$ cat src/rtl/reg_arbiter.sv
// Two-requester arbiter for a bank of NREG external registers sharing one
// d bus (active-low load strobes) and one q bus (active-low output enables).
// Each operation is a load (LOAD, DONE) or a read (DRV1, DRV2, DONE).
// Optional feature: define REG_ARBITER_RR_EN to resolve simultaneous requests
// round-robin. Without it, requester A has fixed priority.
module reg_arbiter #(
   parameter int WIDTH = 8,
   parameter int AW    = 2,
   localparam int NREG = 2**AW
) (
   input  logic             clk,
   input  logic             rst,
   input  logic             a_req,
   input  logic             a_wr,
   input  logic [AW-1:0]    a_addr,
   input  logic [WIDTH-1:0] a_wdata,
   input  logic             b_req,
   input  logic             b_wr,
   input  logic [AW-1:0]    b_addr,
   input  logic [WIDTH-1:0] b_wdata,
   output logic             a_ack,
   output logic             b_ack,
   output logic [WIDTH-1:0] rdata,
   output logic [WIDTH-1:0] reg_d,
   output logic [NREG-1:0]  reg_re_n,
   output logic [NREG-1:0]  reg_we_n,
   input  logic [WIDTH-1:0] reg_q,
   output logic             busy
);

   typedef enum logic [2:0] {IDLE, LOAD, DRV1, DRV2, DONE} state_t;

   state_t           state_reg;
   logic             win_b_reg;   // 1 when B owns the operation in flight
   logic             prefer_b;
   logic             grant_b;
   logic             sel_wr;
   logic [AW-1:0]    sel_addr;
   logic [WIDTH-1:0] sel_wdata;
   logic [NREG-1:0]  sel_strobe_n;

`ifdef REG_ARBITER_RR_EN
   logic             last_b_reg;  // 1 when B received the most recent grant

   assign prefer_b = ~last_b_reg;
`else
   assign prefer_b = 1'b0;
`endif

   // Pick the winner among the live requests and decode its strobe pattern.
   always_comb begin
      grant_b      = b_req & (~a_req | prefer_b);
      sel_wr       = grant_b ? b_wr    : a_wr;
      sel_addr     = grant_b ? b_addr  : a_addr;
      sel_wdata    = grant_b ? b_wdata : a_wdata;
      sel_strobe_n = ~(NREG'(1) << sel_addr);
   end

   // Operation sequencer; every bus-facing output is a register.
   always_ff @(posedge clk) begin
      if (rst) begin
         state_reg <= IDLE;
         win_b_reg <= 1'b0;
         reg_re_n  <= {NREG{1'b1}};
         reg_we_n  <= {NREG{1'b1}};
         reg_d     <= '0;
         rdata     <= '0;
         a_ack     <= 1'b0;
         b_ack     <= 1'b0;
         busy      <= 1'b0;
`ifdef REG_ARBITER_RR_EN
         last_b_reg <= 1'b1;
`endif
      end else begin
         case (state_reg)
            IDLE: begin
               a_ack <= 1'b0;
               b_ack <= 1'b0;
               if (a_req || b_req) begin
                  win_b_reg <= grant_b;
                  busy      <= 1'b1;
`ifdef REG_ARBITER_RR_EN
                  last_b_reg <= grant_b;
`endif
                  if (sel_wr) begin
                     reg_re_n  <= sel_strobe_n;
                     reg_d     <= sel_wdata;
                     state_reg <= LOAD;
                  end else begin
                     reg_we_n  <= sel_strobe_n;
                     state_reg <= DRV1;
                  end
               end
            end
            LOAD: begin
               reg_re_n  <= {NREG{1'b1}};
               a_ack     <= ~win_b_reg;
               b_ack     <= win_b_reg;
               state_reg <= DONE;
            end
            DRV1: begin
               state_reg <= DRV2;
            end
            DRV2: begin
               rdata     <= reg_q;
               reg_we_n  <= {NREG{1'b1}};
               a_ack     <= ~win_b_reg;
               b_ack     <= win_b_reg;
               state_reg <= DONE;
            end
            DONE: begin
               a_ack     <= 1'b0;
               b_ack     <= 1'b0;
               busy      <= 1'b0;
               state_reg <= IDLE;
            end
            default: begin
               reg_re_n  <= {NREG{1'b1}};
               reg_we_n  <= {NREG{1'b1}};
               a_ack     <= 1'b0;
               b_ack     <= 1'b0;
               busy      <= 1'b0;
               state_reg <= IDLE;
            end
         endcase
      end
   end

endmodule
$ cat config.mk
export PLATFORM = sky130hd
export DESIGN_NAME = reg_arbiter
export DESIGN_NICKNAME = d
export VERILOG_FILES = /design/src/rtl/reg_arbiter.sv
export SDC_FILE = /design/constraint.sdc
export NUM_CORES = 1
export LEC_CHECK = 0
export BUFFER_PORTS_ARGS = -buffer_cell sky130_fd_sc_hd__buf_2
export CORE_ASPECT_RATIO = 0.9
export CORE_MARGIN = 3
export CORE_UTILIZATION = 35
export DETAILED_ROUTE_END_ITERATION = 12
export GPL_TIMING_DRIVEN = 0
export PLACE_DENSITY = 0.63
export SETUP_SLACK_MARGIN = 0.1
export SKIP_CTS_REPAIR_TIMING = 1
export SLEW_MARGIN = 20
export SYNTH_ARGS = -nofsm -noshare
export SYNTH_HDL_FRONTEND = slang
export SYNTH_SLANG_ARGS = --single-unit
$ cat constraint.sdc
create_clock -name clk -period 1.7 [get_ports clk]
set_input_delay 0.34 -clock clk [delete_from_list [all_inputs] [get_ports clk]]
set_output_delay 0.34 -clock clk [all_outputs]
set_load 0.03 [all_outputs]
# Word-level counts from Yosys, hierarchy flattened
# Cells that the tools add are included.
# totals
elab_cells,51
input_bits,34
output_inout_bits,27
regBits,31
# op_classes
bitwise_logic,7
n_shift,1
eq_ne,7
reduce_logical,11
n_mux,16
# ops
cell,count
$mux W4,4
$pmux W4 S2,2
$pmux W3 S3,1
$reduce_and A3 Y1,3
$reduce_or A3 Y1,3
$mux W8,1
$eq A3 B2 Y1 const B,2
$ne A2 B2 Y1 const B,3
$pmux W1 S2,3
$not A1 Y1,5
$mux W2,2
$not A4 Y4,1
$reduce_and A2 Y1,2
$shl A1 B2 Y4 const A,1
$eq A3 B1 Y1 const B,1
$eq A3 B3 Y1 const B,1
$logic_not A3 Y1,1
$mux W3,1
$mux W1,2
$reduce_or A2 Y1,1
$and A1 B1 Y1,1
$logic_or A1 B1 Y1,1

# Longest topological paths before layout
# Gate-level depths: netlist of run 1.
# depth
word_depth,8
mapped_depth,6
ltp_nobuf,4

# Worst setup path before layout of run 1
# OpenSTA, ideal clock, no wires.
# synth_path
path_kind,register to register
start,register state_reg[0]
end,register reg_d[0]
setup_time_ps,79
setup_slack_ps,263
stages_incl_launch_ff,7
required_ps,1621
n_path_buf,2
synth_period_minus_slack_ps,1437
t_arrival_ps,1357
path_cell_list,dfxtp_1 > buf_6 > or3_4 > a21oi_4 > buf_6 > nor2_1 > a211oi_2
# synth_between
elab_chain_cells,2
# synth_lines
element,line,source
from (decl),33,state_t state_reg;
from (signal assigned),62,state_reg <= IDLE;
from (signal assigned),88,state_reg <= LOAD;
from (signal assigned),91,state_reg <= DRV1;
$logic_not A3 Y1,75,case (state_reg)
$reduce_and A3 Y1 (no source line),--,
to (signal assigned),87,reg_d <= sel_wdata;
to (decl),24,"output logic [WIDTH-1:0] reg_d,"
# Every way passes these cells.
# A chain may end at the register's enable or synchronous reset.

# Worst setup path after layout of run 1
# layout_path
start,register state_reg[1]
end,register reg_d[1]
# Same word-level chain as after synthesis.

==> key figures, run 1 <==
Timing
  – Tcrit/Tclk final: 89.9%
  – Worst slew pin tran: 0.541 ns
  – RSZ-0062 raised after global routing: yes
  – Post-layout minimum cycle time: 1.53 ns
  – Max Slew Vio Count: 0
  – Setup slack after layout: 0.172 ns
  – Fmax: 655 MHz
  – Hold Vio Cnt, Final: 0
  – Setup-failing EPs final: 0
  – Fin Clk Skew: 0.00238 ns
  – Slew headroom: 63.9%
  – Final setup TNS: 0 ns

Yosys
  – Synth cell count leaders: dfxtp_1 (31), mux2i_1 (27), nor2_1 (26)
  – Synth Area in Compound Gates: 11.4%
  – Synth Area in Simple Gates: 16.0%
  – Area share of xor/xnor cells in the synthesized design: 0%
  – Post-synth design cell area: 1340 sq um
  – Register area share after synthesis: 46.2%
  – FFs w/ async S/R, synth: 0%
  – Largest family of logic cells by synthesized area: multiplexers
  – Top_reg_cell synth: dfxtp_1
  – Yosys reg bits: 31
  – YS warnings: 0
  – Post-synth EDFFs: 0
  – Synthesized instance count: 134
  – Dominant cells by area after synthesis: dfxtp_1 (46%), mux2i_1 (20%), nor2_1 (7.3%)
  – Yosys top cell area share: 46.2%
  – Synth Area per Inst: 10.0 sq um
  – Cell taking the most area after synthesis: dfxtp_1
  – Top-count cell post-synth: dfxtp_1
  – Mux cell area share after synthesis: 21.0%
  – Adder-Cell Fraction of Synth Area: 0.746%
  – Unique cell type count in the Yosys netlist: 32
  – Post-Syn Nets: 168

Setup path
  – Critical path endpoint category: flop
  – Critical path class: reg2reg
  – CP Launch Type: flop
  – Req. time, crit path: 1.90 ns
  – Worst path cell trace: buf_2 > or3_4 > a21oi_4 > buf_6 > nor2_1 > a211oi_2
  – CP Data Arrival Time: 1.73 ns
  – CP Max Fanout: 10
  – CP max-delay cell: or3_4
  – CP max stage delay: 0.37 ns

Global route
  – Vias in the first global route: 1178
  – Congestion Overflow GR: 0
  – First-pass GRT wire length: 5330 um
  – GRT Total Usage: 14.9%
  – Initial antenna violation count: 0
  – Largest net degree at the start of global routing: 11

Floorplan
  – Io pins: 61
  – Core box area: 3530 sq um
  – Die area: 4620 sq um
  – Die width: 71.3 um
  – Row count: 20
  – Initial standard-cell utilization of the core: 38.0%
  – Die Height: 64.8 um

Detailed routing
  – Post-DRT Antenna Nets: 0
  – Wirelength per Cell: 13.1 um
  – Pre-antenna DRT Iters: 4
  – Via-to-Cell Ratio: 4.87
  – Final WL: 3260 um
  – Total number of vias: 1212
  – DR iter-0 viols: 58
  – DRC viols: 0

CTS
  – CTS sink count: 31
  – CTS Buf Count: 5
  – CTS H-Tree Depth: 2
  – Clk slew on worst S/H paths: 0.06 ns
  – CTS tree: built
  – Clock insertion delay at the later pin of the skew report: 0.28 ns
  – CTS max path bufs: 2
  – Root buf cell: clkbuf_8

Worst hold path
  – Hold WC Path Type: in2reg

Status
  – Outcome: finished clean

Placement
  – Dpl hpwl: 2480 um
  – GPL Wtd Cong: 0.721
  – Pre-CTS WS: 0.0399 ns
  – Port bufs: 60

Power and ir drop
  – Switching Power: 0.000519 W
  – Cell Pwr Density: 978 nW/um^2
  – Comb pwr share: 22.6%
  – Lkg Pwr: 0.948 nW
  – Clock share of power: 32.4%
  – Part of the power in registers: 45.0%
  – Pint: 0.00126 W
  – Switching power share of the total: 29.2%
  – Maximum VDD drop: 443 uV

Finish
  – Antenna diodes: 0
  – Net count, final: 239
  – Top Registers: rdata (8), reg_d (8)
  – Layout area overhead: 35.3%
  – Layout cells sized above 1: 41.0%

Run
  – Max-cap viol count: 0
==> layout make-up <==
| type | instances | area [sq um] |
|---|---|---|
| flip-flops and latches | 31 | 621 |
| clock inverters | 1 | 5.00 |
| inverters | 2 | 7.51 |
| well taps | 44 | 55.1 |
| multi-input cells | 92 | 659 |
| plain buffers | 9 | 56.3 |
| repair buffers | 64 | 330 |
| clock buffers | 6 | 82.6 |
| fillers | 332 | 1710 |
==> power by group through the flow <==
stage / Combinational [W] / Sequential, W / Clock [W]
after floorplan: 0.000192 / 0.000891 / 0
after global placement: 0.000382 / 0.000813 / 0
after detailed placement: 0.000389 / 0.000814 / 0
after CTS: 0.000390 / 0.000799 / 0.000596
after global routing: 0.000436 / 0.000804 / 0.000637
final: 0.000402 / 0.000799 / 0.000576
==> kinds of logic (layout without fill, tap and decap cells) <==
| kind of cell | Yosys count | count (layout) |
|---|---|---|
| AO/OA/AOI/OAI | 19 | 19 |
| multiplexers | 28 | 28 |
| buffers and inverters | 11 | 82 |
| adder cells (fa/ha/maj) | 1 | 1 |
| flip-flops | 31 | 31 |
| AND/OR/NAND/NOR | 44 | 44 |
==> worst paths after layout <==
check,endpoint,startpoint,slack [ns],cells after the start
setup reg to reg,reg_d[1],state_reg[1],0.17,6
hold reg to reg,busy,busy,0.48,2
hold / removal,rdata[3],reg_q[3],0.29,3
setup / recovery,reg_d[1],state_reg[1],0.17,6
==> critical path, delay by kind of cell, from the launching register on <==
kind | cells | cell delay (ns)
AOI/OAI and AO/OA | 2 | 0.39
buffers and inverters | 2 | 0.34
DFF | 1 | 0.29
and+or+nand+nor | 2 | 0.42
==> stage by stage <==
step	std cells	power, W	hold WS [ns]	cell area, sq um	utilization (%)
finish	249	0.00178	0.293	1820	51.5
global route	249	0.00188	0.285	1820	51.5
CTS	245	0.00178	0.283	1790	50.6
detailed placement	238	0.00120	0.467	1700	48.1
global placement	238	0.00119	0.456	1700	48.1
floorplan	134	0.00108	0.437	1340	-
==> placed cells by master, fill, tap and decap left out, types with 2 or more instances in the layout <==
master,instances
nand2b_1,2
buf_6,2
nand2_1,3
inv_1,2
a211oi_1,7
and3b_1,2
buf_2,62
a21oi_1,3
clkbuf_8,6
buf_4,5
nor3_1,4
dfxtp_1,31
mux2i_1,27
buf_1,2
a211oi_2,2
nor2_1,26
==> layer usage <==
| metal | GRT usage (%) | vias up | share of wire [%] |
|---|---|---|---|
| met4 | 7.51 | 0 | 1.0 |
| met1 | 17.3 | 557 | 43 |
| met2 | 23.3 | 44 | 48 |
| met5 | 0 | - | 0 |
| met3 | 6.51 | 4 | 8.0 |
| li1 | - | 607 | - |
No activity file was read; power rests on OpenSTA's default activity.
==> run 2, diff against run 1 <==
Settings changed: PLACE_DENSITY 0.63 to 0.68.
==> run 2 against run 1 <==
Combinational power fell by 2%. Critical endpoint is now reg_d[4]. Largest cell class unchanged. Non-clock buffer count fell by 2. Final area fell by 1.7%. Final cell count fell by 1.2%. Die area did not move. Sequential share of layout area rose by 0.57 points. Critical path type unchanged. Critical path depth did not move. Utilization fell by 0.85 points.
==> key figures, run 2 (same netlist as run 1, synthesis figures left out) <==
Run
  – Max-cap viol count: 0 (unchanged)

Global route
  – Initial antenna violation count: 0 (unchanged)
  – Vias in the first global route: 1163 (-1.3%)
  – GRT Total Usage: 14.3% (-0.63 points)
  – Largest net degree at the start of global routing: 11 (unchanged)
  – Congestion Overflow GR: 0 (unchanged)
  – First-pass GRT wire length: 5200 um (-2.3%)

Floorplan
  – Die area: 4620 sq um (unchanged)
  – Core box area: 3530 sq um (unchanged)
  – Io pins: 61 (unchanged)
  – Row count: 20 (unchanged)
  – Die width: 71.3 um (unchanged)
  – Initial standard-cell utilization of the core: 38.0% (unchanged)
  – Die Height: 64.8 um (unchanged)

Detailed routing
  – DR iter-0 viols: 70 (+21%)
  – Via-to-Cell Ratio: 4.69 (-3.7%)
  – DRC viols: 0 (unchanged)
  – Pre-antenna DRT Iters: 4 (unchanged)
  – Final WL: 3030 um (-7.2%)
  – Total number of vias: 1153 (-4.9%)
  – Wirelength per Cell: 12.3 um (-6.0%)
  – Post-DRT Antenna Nets: 0 (unchanged)

Power and ir drop
  – Lkg Pwr: 0.928 nW (-2.1%)
  – Cell Pwr Density: 952 nW/um^2 (-2.7%)
  – Maximum VDD drop: 373 uV (-16%)
  – Tot Pwr: 0.00170 W (-4.3%)

Worst hold path
  – Worst Hold Endpoint: rdata[3]
  – Hold WC Path Type: in2reg
  – Min-Delay Startpoint: reg_q[3]
  – Min-Delay Path Depth: 3 (unchanged)

Timing
  – Hold Vio Cnt, Final: 0 (unchanged)
  – Worst slew pin tran: 0.500 ns (-0.0406 ns)
  – RSZ-0062 raised after global routing: no
  – Tcrit/Tclk final: 87.9% (-2.0 points)
  – Max Slew Vio Count: 0 (unchanged)
  – Post-layout minimum cycle time: 1.49 ns (-0.0332 ns)
  – Setup-failing EPs final: 0 (unchanged)
  – Fin Clk Skew: 0.00277 ns (+0.000392 ns)
  – Final setup TNS: 0 ns (unchanged)
  – Fmax: 669 MHz (+2.2%)
  – Slew headroom: 66.6% (+2.7 points)

Status
  – Outcome: finished clean

Finish
  – Commonest non-fill, non-tap cell in the layout: buf_2
  – Commonest cells after routing, fill and taps aside: buf_2 (62), dfxtp_1 (31), mux2i_1 (27)
  – Layout cells sized above 1: 39.6% (-1.4 points)
  – Top Registers: rdata (8), reg_d (8)
  – Post-route cell area: 1790 sq um (-1.7%)
  – Antenna diodes: 0 (unchanged)
  – Net count, final: 237 (-0.84%)
  – Layout area overhead: 33.1%
  – Non-Filler Instances: 246 (-1.2%)

Placement
  – GPL Wtd Cong: 0.719 (-0.30%)
  – Dpl hpwl: 2290 um (-7.8%)
  – Placed cell areas: 1700 sq um (unchanged)
  – Port bufs: 60 (unchanged)
  – Placed insts: 238 (unchanged)

CTS
  – Root buf cell: clkbuf_8
  – CTS H-Tree Depth: 2 (unchanged)
  – CTS tree: built
  – CTS sink count: 31 (unchanged)
  – Clock insertion delay at the later pin of the skew report: 0.27 ns (about the same)
  – CTS Buf Count: 5 (unchanged)
  – Clk slew on worst S/H paths: 0.06 ns (about the same)
  – CTS max path bufs: 2 (unchanged)

Setup path
  – R2R Setup Slk: 0.21 ns (+0.03 ns)
  – Worst r2r src: state_reg[1]
  – CP Data Arrival Time: 1.68 ns (-0.05 ns)
  – Cell depth of the worst flop-to-flop path: 6 (unchanged)
  – Req. time, crit path: 1.89 ns (about the same)
  – Reg-to-reg endpoint: reg_d[4]
  – CP Launch Type: flop
  – Critical path class: reg2reg
  – CP Max Fanout: 10 (unchanged)
  – Critical path endpoint category: flop
==> run 2: changes by cell type in the layout (fill, tap and decap cells not counted), sizes merged <==
cell,previous run,this run
buf,71,69
clkinv,1,0
==> run 2: worst max-delay path by stage <==
| stage | depth (start not counted) | startpoint | end | slack [ns] |
|---|---|---|---|---|
| after CTS | 6 | state_reg[1] | reg_d[1] | 0.15 |
| after global routing | 6 | state_reg[0] | reg_d[7] | 0.11 |
| after detailed placement | 6 | a_req | reg_we_n[3] | 0.09 |
| after global placement | 6 | a_req | reg_re_n[3] | 0.11 |
| final | 6 | state_reg[1] | reg_d[4] | 0.21 |
| after floorplan | 6 | state_reg[0] | reg_d[0] | 0.26 |
==> run 2: metrics by stage <==
| step | util (%) | hold slack, ns | setup WS (ns) |
|---|---|---|---|
| floorplan | - | 0.437 | 0.263 |
| global placement | 48.1 | 0.454 | 0.109 |
| detailed placement | 48.1 | 0.465 | 0.0923 |
| CTS | 50.2 | 0.291 | 0.149 |
| global route | 50.6 | 0.308 | 0.107 |
| finish | 50.6 | 0.293 | 0.206 |
==> run 2: metal layers <==
metal / up-vias / routed length, um / track usage [%]
li1: 604 / - / -
met1: 508 / 1430 / 18.9
met2: 34 / 1320 / 20.2
met3: 7 / 248 / 6.82
met4: 0 / 34 / 4.93
met5: - / 0 / 0
==> run 2: report_power, final <==
part           switching [W]  internal (W)  total, W
Combinational       0.000233      0.000161  0.000394
Sequential         0.0000211      0.000775  0.000796
Clock               0.000239      0.000272  0.000511
Total               0.000493       0.00121   0.00170
==> run 2: critical path, stage by stage, from the launching register on <==
cell and delay, ns:
dfxtp_1 0.29, buf_2 0.17, or3_4 0.38, a21oi_4 0.17, buf_4 0.16, nor2_1 0.04, a211oi_1 0.19
==> run 2: cell type report <==
type                    count  area [sq um]
fillers                   344          1740
multi-input cells          92           659
flip-flops and latches     31           621
repair buffers             62           315
clock buffers               6          72.6
plain buffers               9          56.3
well taps                  44          55.1
inverters                   2          7.51
